<file path="src/rtl/lsu_pkg.sv">
// Shared constants, FSM state type and alignment helpers for the CCM load/store unit.
// The misalignment check is built only with LSU_MISALIGN_CHECK_EN defined.
package lsu_pkg;

    localparam logic [1:0] SIZE_SB = 2'b01;
    localparam logic [1:0] SIZE_SH = 2'b10;
    localparam logic [1:0] SIZE_SW = 2'b11;

    typedef enum logic [1:0] {
        ST_IDLE  = 2'b00,
        ST_ISSUE = 2'b01,
        ST_WAIT  = 2'b10,
        ST_RESP  = 2'b11
    } lsu_state_e;

    // The illegal size code 00 behaves exactly like a word access.
    function automatic logic [1:0] norm_size(input logic [1:0] size);
        return (size == 2'b00) ? SIZE_SW : size;
    endfunction

    function automatic logic is_misaligned(input logic [1:0] size, input logic [1:0] offset);
        return ((size == SIZE_SH) && offset[0]) ||
               ((size == SIZE_SW) && (offset != 2'b00));
    endfunction

endpackage

</file>
<file path="src/rtl/lsu_ccm_master_if.sv">
// Core request/response channel plus closely-coupled memory port of the LSU.
// master = the LSU itself, slave = the core and memory it talks to.
interface lsu_ccm_master_if;
    logic        req_valid;
    logic        req_ready;
    logic        req_we;
    logic [31:0] req_addr;
    logic [31:0] req_wdata;
    logic [1:0]  req_size;
    logic        req_unsigned;

    logic        resp_valid;
    logic        resp_ready;
    logic [31:0] resp_rdata;
    logic        resp_err;

    logic [31:0] mem_adr;
    logic [31:0] mem_d;
    logic [1:0]  mem_store_type;
    logic [1:0]  mem_store_offset;
    logic        mem_we;
    logic [31:0] mem_q;

    modport master (
        input  req_valid, req_we, req_addr, req_wdata, req_size, req_unsigned,
        input  resp_ready, mem_q,
        output req_ready, resp_valid, resp_rdata, resp_err,
        output mem_adr, mem_d, mem_store_type, mem_store_offset, mem_we
    );

    modport slave (
        output req_valid, req_we, req_addr, req_wdata, req_size, req_unsigned,
        output resp_ready, mem_q,
        input  req_ready, resp_valid, resp_rdata, resp_err,
        input  mem_adr, mem_d, mem_store_type, mem_store_offset, mem_we
    );
endinterface

</file>
<file path="src/rtl/lsu_load_align.sv">
// Combinational load data alignment: picks the byte/half lane out of the memory
// word and sign- or zero-extends it to 32 bits.
module lsu_load_align
    import lsu_pkg::*;
(
    input  logic [31:0] mem_q_i,
    input  logic [1:0]  offset_i,
    input  logic [1:0]  size_i,
    input  logic        unsigned_i,
    output logic [31:0] data_o
);

    logic [7:0]  lane [4];
    logic [7:0]  byte_sel;
    logic [15:0] half_sel;
    logic        ext_bit;

    generate
        for (genvar gi = 0; gi < 4; gi++) begin : g_lane
            assign lane[gi] = mem_q_i[8*gi +: 8];
        end
    endgenerate

    always_comb begin
        byte_sel = lane[offset_i];
        half_sel = offset_i[1] ? mem_q_i[31:16] : mem_q_i[15:0];
        ext_bit  = 1'b0;
        data_o   = mem_q_i;
        case (size_i)
            SIZE_SB: begin
                ext_bit = ~unsigned_i & byte_sel[7];
                data_o  = {{24{ext_bit}}, byte_sel};
            end
            SIZE_SH: begin
                ext_bit = ~unsigned_i & half_sel[15];
                data_o  = {{16{ext_bit}}, half_sel};
            end
            default: data_o = mem_q_i;
        endcase
    end

endmodule

</file>
<file path="src/rtl/lsu_ccm_master.sv">
// Load/store unit driving a closely-coupled memory: IDLE -> ISSUE -> (WAIT) -> RESP.
// Define LSU_MISALIGN_CHECK_EN to reject misaligned half/word accesses with resp_err.
module lsu_ccm_master
    import lsu_pkg::*;
(
    input  logic               clk,
    input  logic               rst_n,
    lsu_ccm_master_if.master   bus
);

    lsu_state_e  state_q, state_d;
    logic        we_q, we_d;
    logic [31:0] addr_q, addr_d;
    logic [31:0] wdata_q, wdata_d;
    logic [1:0]  size_q, size_d;
    logic        uns_q, uns_d;
    logic [31:0] rdata_q, rdata_d;
    logic [31:0] load_data;
    logic        req_mis;

    lsu_load_align u_load_align (
        .mem_q_i    (bus.mem_q),
        .offset_i   (addr_q[1:0]),
        .size_i     (size_q),
        .unsigned_i (uns_q),
        .data_o     (load_data)
    );

`ifdef LSU_MISALIGN_CHECK_EN
    logic err_q, err_d;

    assign req_mis = is_misaligned(norm_size(bus.req_size), bus.req_addr[1:0]);

    always_comb begin
        err_d = err_q;
        if (state_q == ST_IDLE && bus.req_valid) begin
            err_d = req_mis;
        end
    end

    always_ff @(posedge clk or negedge rst_n) begin
        if (!rst_n) begin
            err_q <= 1'b0;
        end else begin
            err_q <= err_d;
        end
    end

    assign bus.resp_err = err_q;
`else
    assign req_mis      = 1'b0;
    assign bus.resp_err = 1'b0;
`endif

    // A rejected access leaves the request registers (and so the memory port) untouched.
    always_comb begin
        state_d = state_q;
        we_d    = we_q;
        addr_d  = addr_q;
        wdata_d = wdata_q;
        size_d  = size_q;
        uns_d   = uns_q;
        rdata_d = rdata_q;
        case (state_q)
            ST_IDLE: begin
                if (bus.req_valid) begin
                    rdata_d = '0;
                    if (req_mis) begin
                        state_d = ST_RESP;
                    end else begin
                        we_d    = bus.req_we;
                        addr_d  = bus.req_addr;
                        wdata_d = bus.req_wdata;
                        size_d  = norm_size(bus.req_size);
                        uns_d   = bus.req_unsigned;
                        state_d = ST_ISSUE;
                    end
                end
            end
            ST_ISSUE: state_d = we_q ? ST_RESP : ST_WAIT;
            ST_WAIT: begin
                rdata_d = load_data;
                state_d = ST_RESP;
            end
            ST_RESP: begin
                if (bus.resp_ready) begin
                    state_d = ST_IDLE;
                end
            end
            default: state_d = ST_IDLE;
        endcase
    end

    always_ff @(posedge clk or negedge rst_n) begin
        if (!rst_n) begin
            state_q <= ST_IDLE;
            we_q    <= 1'b0;
            addr_q  <= '0;
            wdata_q <= '0;
            size_q  <= '0;
            uns_q   <= 1'b0;
            rdata_q <= '0;
        end else begin
            state_q <= state_d;
            we_q    <= we_d;
            addr_q  <= addr_d;
            wdata_q <= wdata_d;
            size_q  <= size_d;
            uns_q   <= uns_d;
            rdata_q <= rdata_d;
        end
    end

    // Write strobe is decoded from state so an asynchronous reset kills it at once.
    assign bus.mem_we           = (state_q == ST_ISSUE) && we_q;
    assign bus.mem_adr          = {2'b00, addr_q[31:2]};
    assign bus.mem_d            = wdata_q;
    assign bus.mem_store_type   = size_q;
    assign bus.mem_store_offset = addr_q[1:0];
    assign bus.req_ready        = (state_q == ST_IDLE);
    assign bus.resp_valid       = (state_q == ST_RESP);
    assign bus.resp_rdata       = rdata_q;

endmodule

</file>
<file path="src/flat_wrapper.sv">
// flat-port wrapper written by rule: the top's interface ports become plain ports
module lsu_ccm_master_flat import lsu_pkg::*;
  (clk, rst_n, bus_req_valid, bus_req_we, bus_req_addr, bus_req_wdata, bus_req_size, bus_req_unsigned, bus_resp_ready, bus_mem_q, bus_req_ready, bus_resp_valid, bus_resp_rdata, bus_resp_err, bus_mem_adr, bus_mem_d, bus_mem_store_type, bus_mem_store_offset, bus_mem_we);
  lsu_ccm_master_if bus_i ();
  input  logic clk;
  input  logic rst_n;
  input wire logic [$bits(bus_i.req_valid)-1:0] bus_req_valid;
  input wire logic [$bits(bus_i.req_we)-1:0] bus_req_we;
  input wire logic [$bits(bus_i.req_addr)-1:0] bus_req_addr;
  input wire logic [$bits(bus_i.req_wdata)-1:0] bus_req_wdata;
  input wire logic [$bits(bus_i.req_size)-1:0] bus_req_size;
  input wire logic [$bits(bus_i.req_unsigned)-1:0] bus_req_unsigned;
  input wire logic [$bits(bus_i.resp_ready)-1:0] bus_resp_ready;
  input wire logic [$bits(bus_i.mem_q)-1:0] bus_mem_q;
  output wire logic [$bits(bus_i.req_ready)-1:0] bus_req_ready;
  output wire logic [$bits(bus_i.resp_valid)-1:0] bus_resp_valid;
  output wire logic [$bits(bus_i.resp_rdata)-1:0] bus_resp_rdata;
  output wire logic [$bits(bus_i.resp_err)-1:0] bus_resp_err;
  output wire logic [$bits(bus_i.mem_adr)-1:0] bus_mem_adr;
  output wire logic [$bits(bus_i.mem_d)-1:0] bus_mem_d;
  output wire logic [$bits(bus_i.mem_store_type)-1:0] bus_mem_store_type;
  output wire logic [$bits(bus_i.mem_store_offset)-1:0] bus_mem_store_offset;
  output wire logic [$bits(bus_i.mem_we)-1:0] bus_mem_we;
  assign bus_i.req_valid = bus_req_valid;
  assign bus_i.req_we = bus_req_we;
  assign bus_i.req_addr = bus_req_addr;
  assign bus_i.req_wdata = bus_req_wdata;
  assign bus_i.req_size = bus_req_size;
  assign bus_i.req_unsigned = bus_req_unsigned;
  assign bus_i.resp_ready = bus_resp_ready;
  assign bus_i.mem_q = bus_mem_q;
  assign bus_req_ready = bus_i.req_ready;
  assign bus_resp_valid = bus_i.resp_valid;
  assign bus_resp_rdata = bus_i.resp_rdata;
  assign bus_resp_err = bus_i.resp_err;
  assign bus_mem_adr = bus_i.mem_adr;
  assign bus_mem_d = bus_i.mem_d;
  assign bus_mem_store_type = bus_i.mem_store_type;
  assign bus_mem_store_offset = bus_i.mem_store_offset;
  assign bus_mem_we = bus_i.mem_we;
  lsu_ccm_master u_core (.clk(clk), .rst_n(rst_n), .bus(bus_i));
endmodule
</file>
<file path="config.mk">
export PLATFORM = sky130hd
export DESIGN_NAME = lsu_ccm_master_flat
export DESIGN_NICKNAME = d
export VERILOG_FILES = /design/src/rtl/lsu_pkg.sv /design/src/rtl/lsu_ccm_master_if.sv /design/src/rtl/lsu_load_align.sv /design/src/rtl/lsu_ccm_master.sv /design/src/flat_wrapper.sv
export SDC_FILE = /design/constraint.sdc
export NUM_CORES = 1
export LEC_CHECK = 0
export CORE_UTILIZATION = 55
export DETAILED_ROUTE_END_ITERATION = 10
export DONT_BUFFER_PORTS = 1
export PLACE_DENSITY = 0.85
export SLEW_MARGIN = 20
export SYNTH_ARGS = -nofsm -noshare
export SYNTH_HDL_FRONTEND = slang
export SYNTH_HIERARCHICAL = 1
export SYNTH_SLANG_ARGS = --single-unit
</file>
<file path="constraint.sdc">
create_clock -name clk -period 1.9 [get_ports clk]
set_clock_uncertainty 0.1 [all_clocks]
set_input_delay 0.095 -clock clk [delete_from_list [all_inputs] [get_ports clk]]
set_output_delay 0.095 -clock clk [all_outputs]
set_load 0.02 [all_outputs]
</file>
==> results of run 1 <==
-- through the flow --
| stage | setup TNS, ps | utilization (%) | cell area [sq um] | setup WS (ps) |
|---|---|---|---|---|
| floorplan | -4.60 | - | 4620 | -0.601 |
| global placement | 0 | 59.0 | 4660 | 134 |
| detailed placement | 0 | 59.0 | 4660 | 60.9 |
-- logic make-up after synthesis --
| group | after synthesis | share of synthesized area [%] |
|---|---|---|
| AO/OA/AOI/OAI | 71 | 12.3 |
| adder cells (fa/ha/maj) | 6 | 1.64 |
| buffers and inverters | 35 | 5.63 |
| flip-flops | 102 | 55.7 |
| multiplexers | 78 | 19.2 |
| other | 1 | 0.0819 |
| AND/OR/NAND/NOR | 54 | 5.41 |
-- cells in the mapped netlist, types with 2 or more instances --
library cell / n
o31ai_1: 2
a21oi_1: 14
inv_1: 6
and2_1: 3
nor2b_1: 11
a32oi_1: 8
buf_4: 3
clkbuf_1: 4
mux2_2: 76
buf_6: 14
buf_2: 8
o2bb2ai_1: 8
a22o_1: 32
dfrtp_1: 102
ha_1: 6
nand2_1: 35
o21ai_0: 4
==> impl_metrics.yaml, run 1 <==
outcome:
  outcome: "did not finish"
  haltStage: "clock tree synthesis"
  error: "[ERROR RSZ-0060] Max buffer count reached."
cts:
  clk_path_buf_depth: 2
  cts_num_sinks: 102
  post_cts_resized: 0
  numCtsBuffers: 9
  htree_levels: 3
  ctsHoldBuffers: 101
  post_cts_buffers: 0
  root_buffer: "clkbuf_8"
yosys:
  ys.flop_type: "dfrtp_1"
  yosys_warnings: 6
  syn_area_per_cell_sq_um: 13.2
  synth_top_area_share_pct: 55.7
  synth_area_sq_mm: 0.00458
  synth.area.top_cells: "dfrtp_1 (56%), mux2_2 (19%), a22o_1 (6.1%), buf_6 (3.4%), nand2_1 (2.9%)"
  synth.largest_area_cell: "dfrtp_1"
  synth_edf_count: 0
  synth.distinct_cells: 28
  seq_area_frac_synth_pct: 55.7
  ys_seq_elements: 102
  postSynthCellCount: 347
  ys_async_sr_fraction_pct: 100
placed_design:
  place_congestion: 0.787
  place_hpwl_mm: 7.18
  dpl.cell_count: 435
  io_buffers: 0
die:
  rows: 32
  die_y_microns: 93.3
  dieWidth_microns: 93.3
  initial_utilization_pct: 58.1
  ioPinCount: 208
==> run 2: changes to the inputs <==
Settings changed: CORE_UTILIZATION 55 to 40, PLACE_DENSITY 0.85 to unset, PLACE_DENSITY_LB_ADDON set to 0.15.
Clock period 1.9 ns to 2.5 ns, I/O delays scaled along.
==> run 2 against run 1 <==
Against the previous run:
- the flow now finishes, with violations (hold timing)
- synthesized cell count unchanged
- synthesized area unchanged
==> impl_metrics.yaml, run 2 <==
critical_path:
  worst_ep_required_time_ps: 2630
  start_kind: "register"
  critPathMaxStageDelay_ps: 530
  worst-setup-path-type: "register to register"
  slowest_stage: "dfrtp_1"
  reg2reg_to: "u_core/bus.resp_rdata[0]$_DFFE_PN0P_"
  ff2ff_setup_slack_ps: 230
  r2r_cells: 6
  path_cells: "inv_1 > ha_1 > or2_2 > a21o_1 > o2bb2ai_1 > a22o_1"
  critPathArrivalTime_ps: 2400
  r2r_start: "u_core/bus.mem_store_type[0]$_DFFE_PN0P_"
  end_kind: "register"
  cp_max_fo: 9
  path_delay_family: "compound AO/OA/AOI/OAI gates"
  crit_buf_inv: 1
global_routing:
  antenna_found_initial: 0
  grt_pass1_vias: 3344
  grt_max_degree: 103
  gr-total-overflow: 0
  grt.total_usage_pct: 20.0
  grt_pass1_wl_mm: 17.5
drt:
  drt-initial-drc-count: 114
  dr.max_layer_used: "met4"
  vias: 3079
  met3_length_mm: 1.11
  wl_per_cell_microns: 19.6
  ant_nets: 0
  drcViolationCount: 0
  wl_met1_mm: 4.42
  wl_met2_mm: 5.64
  dr.pass1.iters: 4
  wl_mm: 11.4
  routed_via_density: 5.28
run:
  maxCapViolCount: 0
yosys:
  synth_edf_count: 0
  ys_seq_elements: 102
  synth_top_family_by_area: "multiplexers"
  synth-xor-area-share_pct: 0
  synth_top_area_share_pct: 55.7
  synth_area_sq_mm: 0.00458
  syn_area_per_cell_sq_um: 13.2
  synth.area.top_cells: "dfrtp_1 (56%), mux2_2 (19%), a22o_1 (6.1%), buf_6 (3.4%), nand2_1 (2.9%)"
  ys.flop_type: "dfrtp_1"
  synth.distinct_cells: 28
  postSynthCellCount: 347
  seq_area_frac_synth_pct: 55.7
  synthMuxAreaShare_pct: 19.2
  synth-compound-area-share_pct: 12.3
  synth_most_common_cell: "dfrtp_1"
  synth_common_cells: "dfrtp_1 (102), mux2_2 (76), nand2_1 (35)"
  synthAdderAreaFrac_pct: 1.64
  ys_async_sr_fraction_pct: 100
  synthSimpleGateAreaFrac_pct: 5.41
  synth.largest_area_cell: "dfrtp_1"
  yosys_warnings: 6
die:
  rows: 38
  dieWidth_microns: 109
  die_y_microns: 109
  coreArea_sq_mm: 0.0110
  initial_utilization_pct: 41.7
  ioPinCount: 208
  die-area_sq_mm: 0.0119
pwr:
  power.switching_w: 0.00352
  p_per_area_mw_per_mm2: 1390
  combinationalPowerShare_pct: 35.1
  irDropWorstVdd_uv: 723
  p_int_w: 0.00472
  clkPwrFrac_pct: 17.2
  pwr-share-seq_pct: 47.7
  p_total_w: 0.00824
  p_leak_nw: 2.62
  p_sw_share_pct: 42.8
timing:
  hold_viol: 102
  period_needed_ps: 2270
  final_max_slew_viol_count: 0
  fmax_ghz: 0.441
  relSlewSlack_pct: 57.0
  setup_tns_ps: 0
  whs_ps: -630
  rsz0062_at_grt: "false"
  setup_viol: 0
  min_period_over_period_pct: 90.8
  tightest_slew_ps: 645
layout:
  stdcell_area_sq_mm: 0.00591
  n_antenna_cell: 0
  layout_common_cells: "dfrtp_1 (102), dlygate4sd3_1 (100), mux2_2 (76)"
  fin_util_pct: 53.8
  nets: 549
  drive_above_1_share_pct: 23.9
  n_fill_cell: 919
  stdcell_count: 583
  mostFrequentLayoutCell: "dfrtp_1"
  syn2layout_area_growth_pct: 29.1
cts:
  cts_num_sinks: 102
  post_cts_resized: 0
  clk_pin_slew_ps: 70
  htree_levels: 3
  tritoncts: "yes"
  root_buffer: "clkbuf_16"
  ctsHoldBuffers: 100
  clk_latency_ps: 350
  numCtsBuffers: 9
  post_cts_buffers: 0
  clk_path_buf_depth: 2
placed_design:
  dpl.cell_count: 468
  dpl-instance-area_sq_mm: 0.00461
  place_congestion: 0.787
  place_hpwl_mm: 7.26
  io_buffers: 0
outcome:
  violations: "hold timing"
  outcome: "finished, violations left"
min_path:
  hp-class: "input port to async pin"
## run 2: cell counts after synthesis
Identical to the previous run, type by type.
## run 2: worst max path at each step
stage                                            to                                     start  cells after the start  slack (ps)
4_1_cts        u_core/bus.resp_rdata[0]$_DFFE_PN0P_  u_core/bus.mem_store_type[0]$_DFFE_PN0P_                      6         240
3_5_place_dp   u_core/bus.resp_rdata[0]$_DFFE_PN0P_  u_core/bus.mem_store_type[0]$_DFFE_PN0P_                      6         250
3_3_place_gp   u_core/bus.resp_rdata[7]$_DFFE_PN0P_  u_core/bus.mem_store_type[0]$_DFFE_PN0P_                      6         310
5_1_grt        u_core/bus.resp_rdata[0]$_DFFE_PN0P_  u_core/bus.mem_store_type[0]$_DFFE_PN0P_                      6          90
6_report       u_core/bus.resp_rdata[0]$_DFFE_PN0P_  u_core/bus.mem_store_type[0]$_DFFE_PN0P_                      6         230
2_1_floorplan  u_core/bus.resp_rdata[0]$_DFFE_PN0P_  u_core/bus.mem_store_type[0]$_DFFE_PN0P_                      9         390
## run 2: cell families (layout without fill, tap and decap cells)
| group | count (synthesis) | in the layout |
|---|---|---|
| AO/OA/AOI/OAI | 71 | 71 |
| adder cells (fa/ha/maj) | 6 | 6 |
| buffers and inverters | 35 | 129 |
| flip-flops | 102 | 102 |
| multiplexers | 78 | 78 |
| other | 1 | 3 |
| AND/OR/NAND/NOR | 54 | 54 |
## run 2: area by class of cell
cell class                      instances  area [sq um]  share of cell area [%]
Clock inverter                          5          58.8                   0.994
Sequential cell                       102          2550                    43.2
Multi-Input combinational cell        212          1790                    30.3
Tap cell                              140           175                    2.96
Clock buffer                           10           239                    4.04
Inverter                                6          22.5                   0.381
Timing Repair Buffer                  108          1070                    18.2
## run 2: worst reg2reg max path, stage by stage (launching register included)
cell	delay [ps]
dfrtp_1	530
inv_1	80
ha_1	330
or2_2	420
a21o_1	310
o2bb2ai_1	160
a22o_1	230
## run 2: metrics by stage
stage	setup WS [ps]	hold WS, ps
3_3_place_gp	314	-268
6_report	230	-630
4_1_cts	238	-648
2_1_floorplan	388	-271
5_1_grt	86.4	-653
3_5_place_dp	251	-268
## run 2: power groups by stage
stage | registers (W) | logic (W) | clock network, W
6_report | 0.00393 | 0.00289 | 0.00142
3_5_place_dp | 0.00394 | 0.00275 | 0
3_3_place_gp | 0.00395 | 0.00265 | 0
5_1_grt | 0.00406 | 0.00317 | 0.00153
4_1_cts | 0.00394 | 0.00287 | 0.00145
2_1_floorplan | 0.00374 | 0.00245 | 0
## run 2: routing by layer
layer / up-vias / global-route usage (%)
met4: 0 / 9.56
met1: 1482 / 23.6
met2: 165 / 32.1
met3: 20 / 7.29
li1: 1412 / -
met5: - / 0
Note: power is estimated with default switching activity, not from simulation.
==> run 3: changes to the inputs <==
Settings changed: ABC_AREA set to 1, HOLD_SLACK_MARGIN set to 0.06.
==> run 3 against run 2 <==
Against the previous run:
- the flow finishes with violations (DRC, hold timing)
- global-route usage increased by 1.7 points
- die area increased by 5.6%
- maximum frequency about the same
- clock power up 4%
- power down 0.96%
- register-to-register slack about the same
- first-iteration DRC count is 130% higher
- clock-buffer cell count stayed put
- critical endpoint unchanged
- largest cell class unchanged
==> impl_metrics.yaml, run 3 <==
run:
  maxCapViolCount: 0
yosys:
  synth.area.top_cells: "dfrtp_1 (53%), nand2_1 (25%), nand3_1 (7.0%), buf_2 (2.1%), a21oi_1 (1.9%)"
  synth.distinct_cells: 20
  yosys_warnings: 6
  synth_common_cells: "nand2_1 (328), dfrtp_1 (102), nand3_1 (68)"
  synth_most_common_cell: "nand2_1"
  synth_edf_count: 0
  ys_seq_elements: 102
  synth.largest_area_cell: "dfrtp_1"
  synth_top_area_share_pct: 52.7
  seq_area_frac_synth_pct: 52.7
  ys.flop_type: "dfrtp_1"
  syn_area_per_cell_sq_um: 7.78
  synth_area_sq_mm: 0.00484
  postSynthCellCount: 622
  ys_async_sr_fraction_pct: 100
critical_path:
  slowest_stage: "ha_1"
  cp_max_fo: 17
  crit_top_cell: "nand2_1"
  startpoint: "u_core/bus.mem_store_type[1]$_DFFE_PN0P_"
  critPathArrivalTime_ps: 2410
  end_kind: "register"
  path_cells: "ha_1 > clkinv_1 > nand2_1 > o21ai_0 > nand3_1 > nand2_1"
  worst-setup-path-type: "register to register"
  r2r_start: "u_core/bus.mem_store_type[1]$_DFFE_PN0P_"
  crit_buf_inv: 1
  path_delay_family: "adder cells"
  worst_ep_required_time_ps: 2640
  critPathMaxStageDelay_ps: 580
  start_kind: "register"
cts:
  cts_num_sinks: 102
  post_cts_resized: 0
  root_buffer: "clkbuf_16"
  ctsHoldBuffers: 102
  clk_pin_slew_ps: 70
  tritoncts: "yes"
  htree_levels: 3
  numCtsBuffers: 9
  clk_latency_ps: 340
  post_cts_buffers: 0
  clk_path_buf_depth: 2
timing:
  rsz0062_at_grt: "false"
  period_needed_ps: 2270
  setup_viol: 0
  setup_tns_ps: 0
  min_period_over_period_pct: 90.8
  fmax_ghz: 0.440
  relSlewSlack_pct: 57.3
  tightest_slew_ps: 638
  whs_ps: -632
  hold_viol: 102
  final_max_slew_viol_count: 0
pwr:
  irDropWorstVdd_uv: 604
  p_per_area_mw_per_mm2: 1320
  p_leak_nw: 3.32
drt:
  wl_per_cell_microns: 15.7
  ant_nets: 0
  routed_via_density: 5.05
  dr.pass1.iters: 8
  drt-initial-drc-count: 267
  drcViolationCount: 11
  wl_mm: 13.4
  vias: 4311
layout:
  drive_above_1_share_pct: 4.92
  n_antenna_cell: 0
  layout_common_cells: "nand2_1 (328), dfrtp_1 (102), dlygate4sd3_1 (102)"
  n_fill_cell: 1089
  syn2layout_area_growth_pct: 28.0
  mostFrequentLayoutCell: "nand2_1"
  nets: 816
global_routing:
  antenna_found_initial: 0
  grt_pass1_vias: 4168
  grt.total_usage_pct: 21.7
  gr-total-overflow: 0
  grt_max_degree: 103
  grt_pass1_wl_mm: 21.4
placed_design:
  place_hpwl_mm: 8.53
  io_buffers: 0
  place_congestion: 0.866
outcome:
  outcome: "finished, violations left"
  violations: "DRC, hold timing"
die:
  ioPinCount: 208
  rows: 39
  die_y_microns: 112
  coreArea_sq_mm: 0.0116
  initial_utilization_pct: 41.7
  die-area_sq_mm: 0.0125
  dieWidth_microns: 112
min_path:
  hp-class: "input port to async pin"
## run 3: cell count changes after synthesis, moves of 6 or more
cell	previous run	this run
buf_6	14	8
inv_1	6	20
nand2_1	35	328
a22o_1	32	0
o2bb2ai_1	8	0
buf_2	8	20
mux2_2	76	0
o21ai_0	4	16
nor2_1	1	11
nand3_1	0	68
a32oi_1	8	0
nor2b_1	11	0
## run 3: logic make-up (layout without fill, tap and decap cells)
| group | count (synthesis) | count (layout) | share of synthesized area [%] |
|---|---|---|---|
| AND/OR/NAND/NOR | 415 | 415 | 34.6 |
| flip-flops | 102 | 102 | 52.7 |
| buffers and inverters | 63 | 150 | 7.34 |
| AO/OA/AOI/OAI | 35 | 35 | 3.67 |
| adder cells (fa/ha/maj) | 6 | 6 | 1.55 |
| other | 1 | 3 | 0.0775 |
## run 3: through the flow
| stage | std cells | setup slack, ps | util, % | power, W | instance area (sq um) |
|---|---|---|---|---|---|
| finish | 854 | 229 | 53.3 | 0.00816 | 6190 |
| global route | 854 | 70.7 | 53.3 | 0.00875 | 6190 |
| CTS | 854 | 268 | 53.3 | 0.00817 | 6190 |
| global placement | 736 | 272 | 41.8 | 0.00649 | 4860 |
| floorplan | 624 | 681 | - | 0.00597 | 4850 |
| detailed placement | 736 | 280 | 41.8 | 0.00655 | 4860 |
## run 3: final cells by class
cell class              instances  area (sq um)  area share, %
inverters                      24          97.6           1.58
flip-flops and latches        102          2550           41.2
multi-input cells             459          1950           31.4
repair buffers                110          1110           17.9
clock inverters                 6          75.1           1.21
clock buffers                  10           239           3.86
well taps                     143           179           2.89
## run 3: routing by layer
metal / vias up / share of wire, % / routed length, microns / global-route usage (%)
met3: 12 / 8.9 / 1190 / 6.26
met2: 206 / 47 / 6310 / 35.3
met5: - / 0 / 0 / 0
met4: 0 / 1.3 / 171 / 6.04
met1: 2001 / 43 / 5720 / 28.3
li1: 2092 / - / - / -
## run 3: path summary, 6_finish.rpt
path / end / slack [ps] / cells after the start
worst min-delay path: u_core/bus.resp_rdata[8]$_DFFE_PN0P_ / -630 / 0
min in group clk: u_core/uns_q$_DFFE_PN0P_ / 120 / 4
max in group asynchronous: u_core/bus.resp_rdata[15]$_DFFE_PN0P_ / 2690 / 0
worst max-delay path: u_core/bus.resp_rdata[0]$_DFFE_PN0P_ / 230 / 6
worst min register to register: u_core/we_q$_DFFE_PN0P_ / 390 / 2
worst max register to register: u_core/bus.resp_rdata[0]$_DFFE_PN0P_ / 230 / 6
## run 3: power by group
part | internal, W | leakage, nW | total (W) | switching, W
Clock | 0.000822 | 0.152 | 0.00147 | 0.000652
Combinational | 0.00103 | 1.88 | 0.00290 | 0.00187
Sequential | 0.00237 | 1.29 | 0.00378 | 0.00141
Total | 0.00422 | 3.32 | 0.00816 | 0.00394
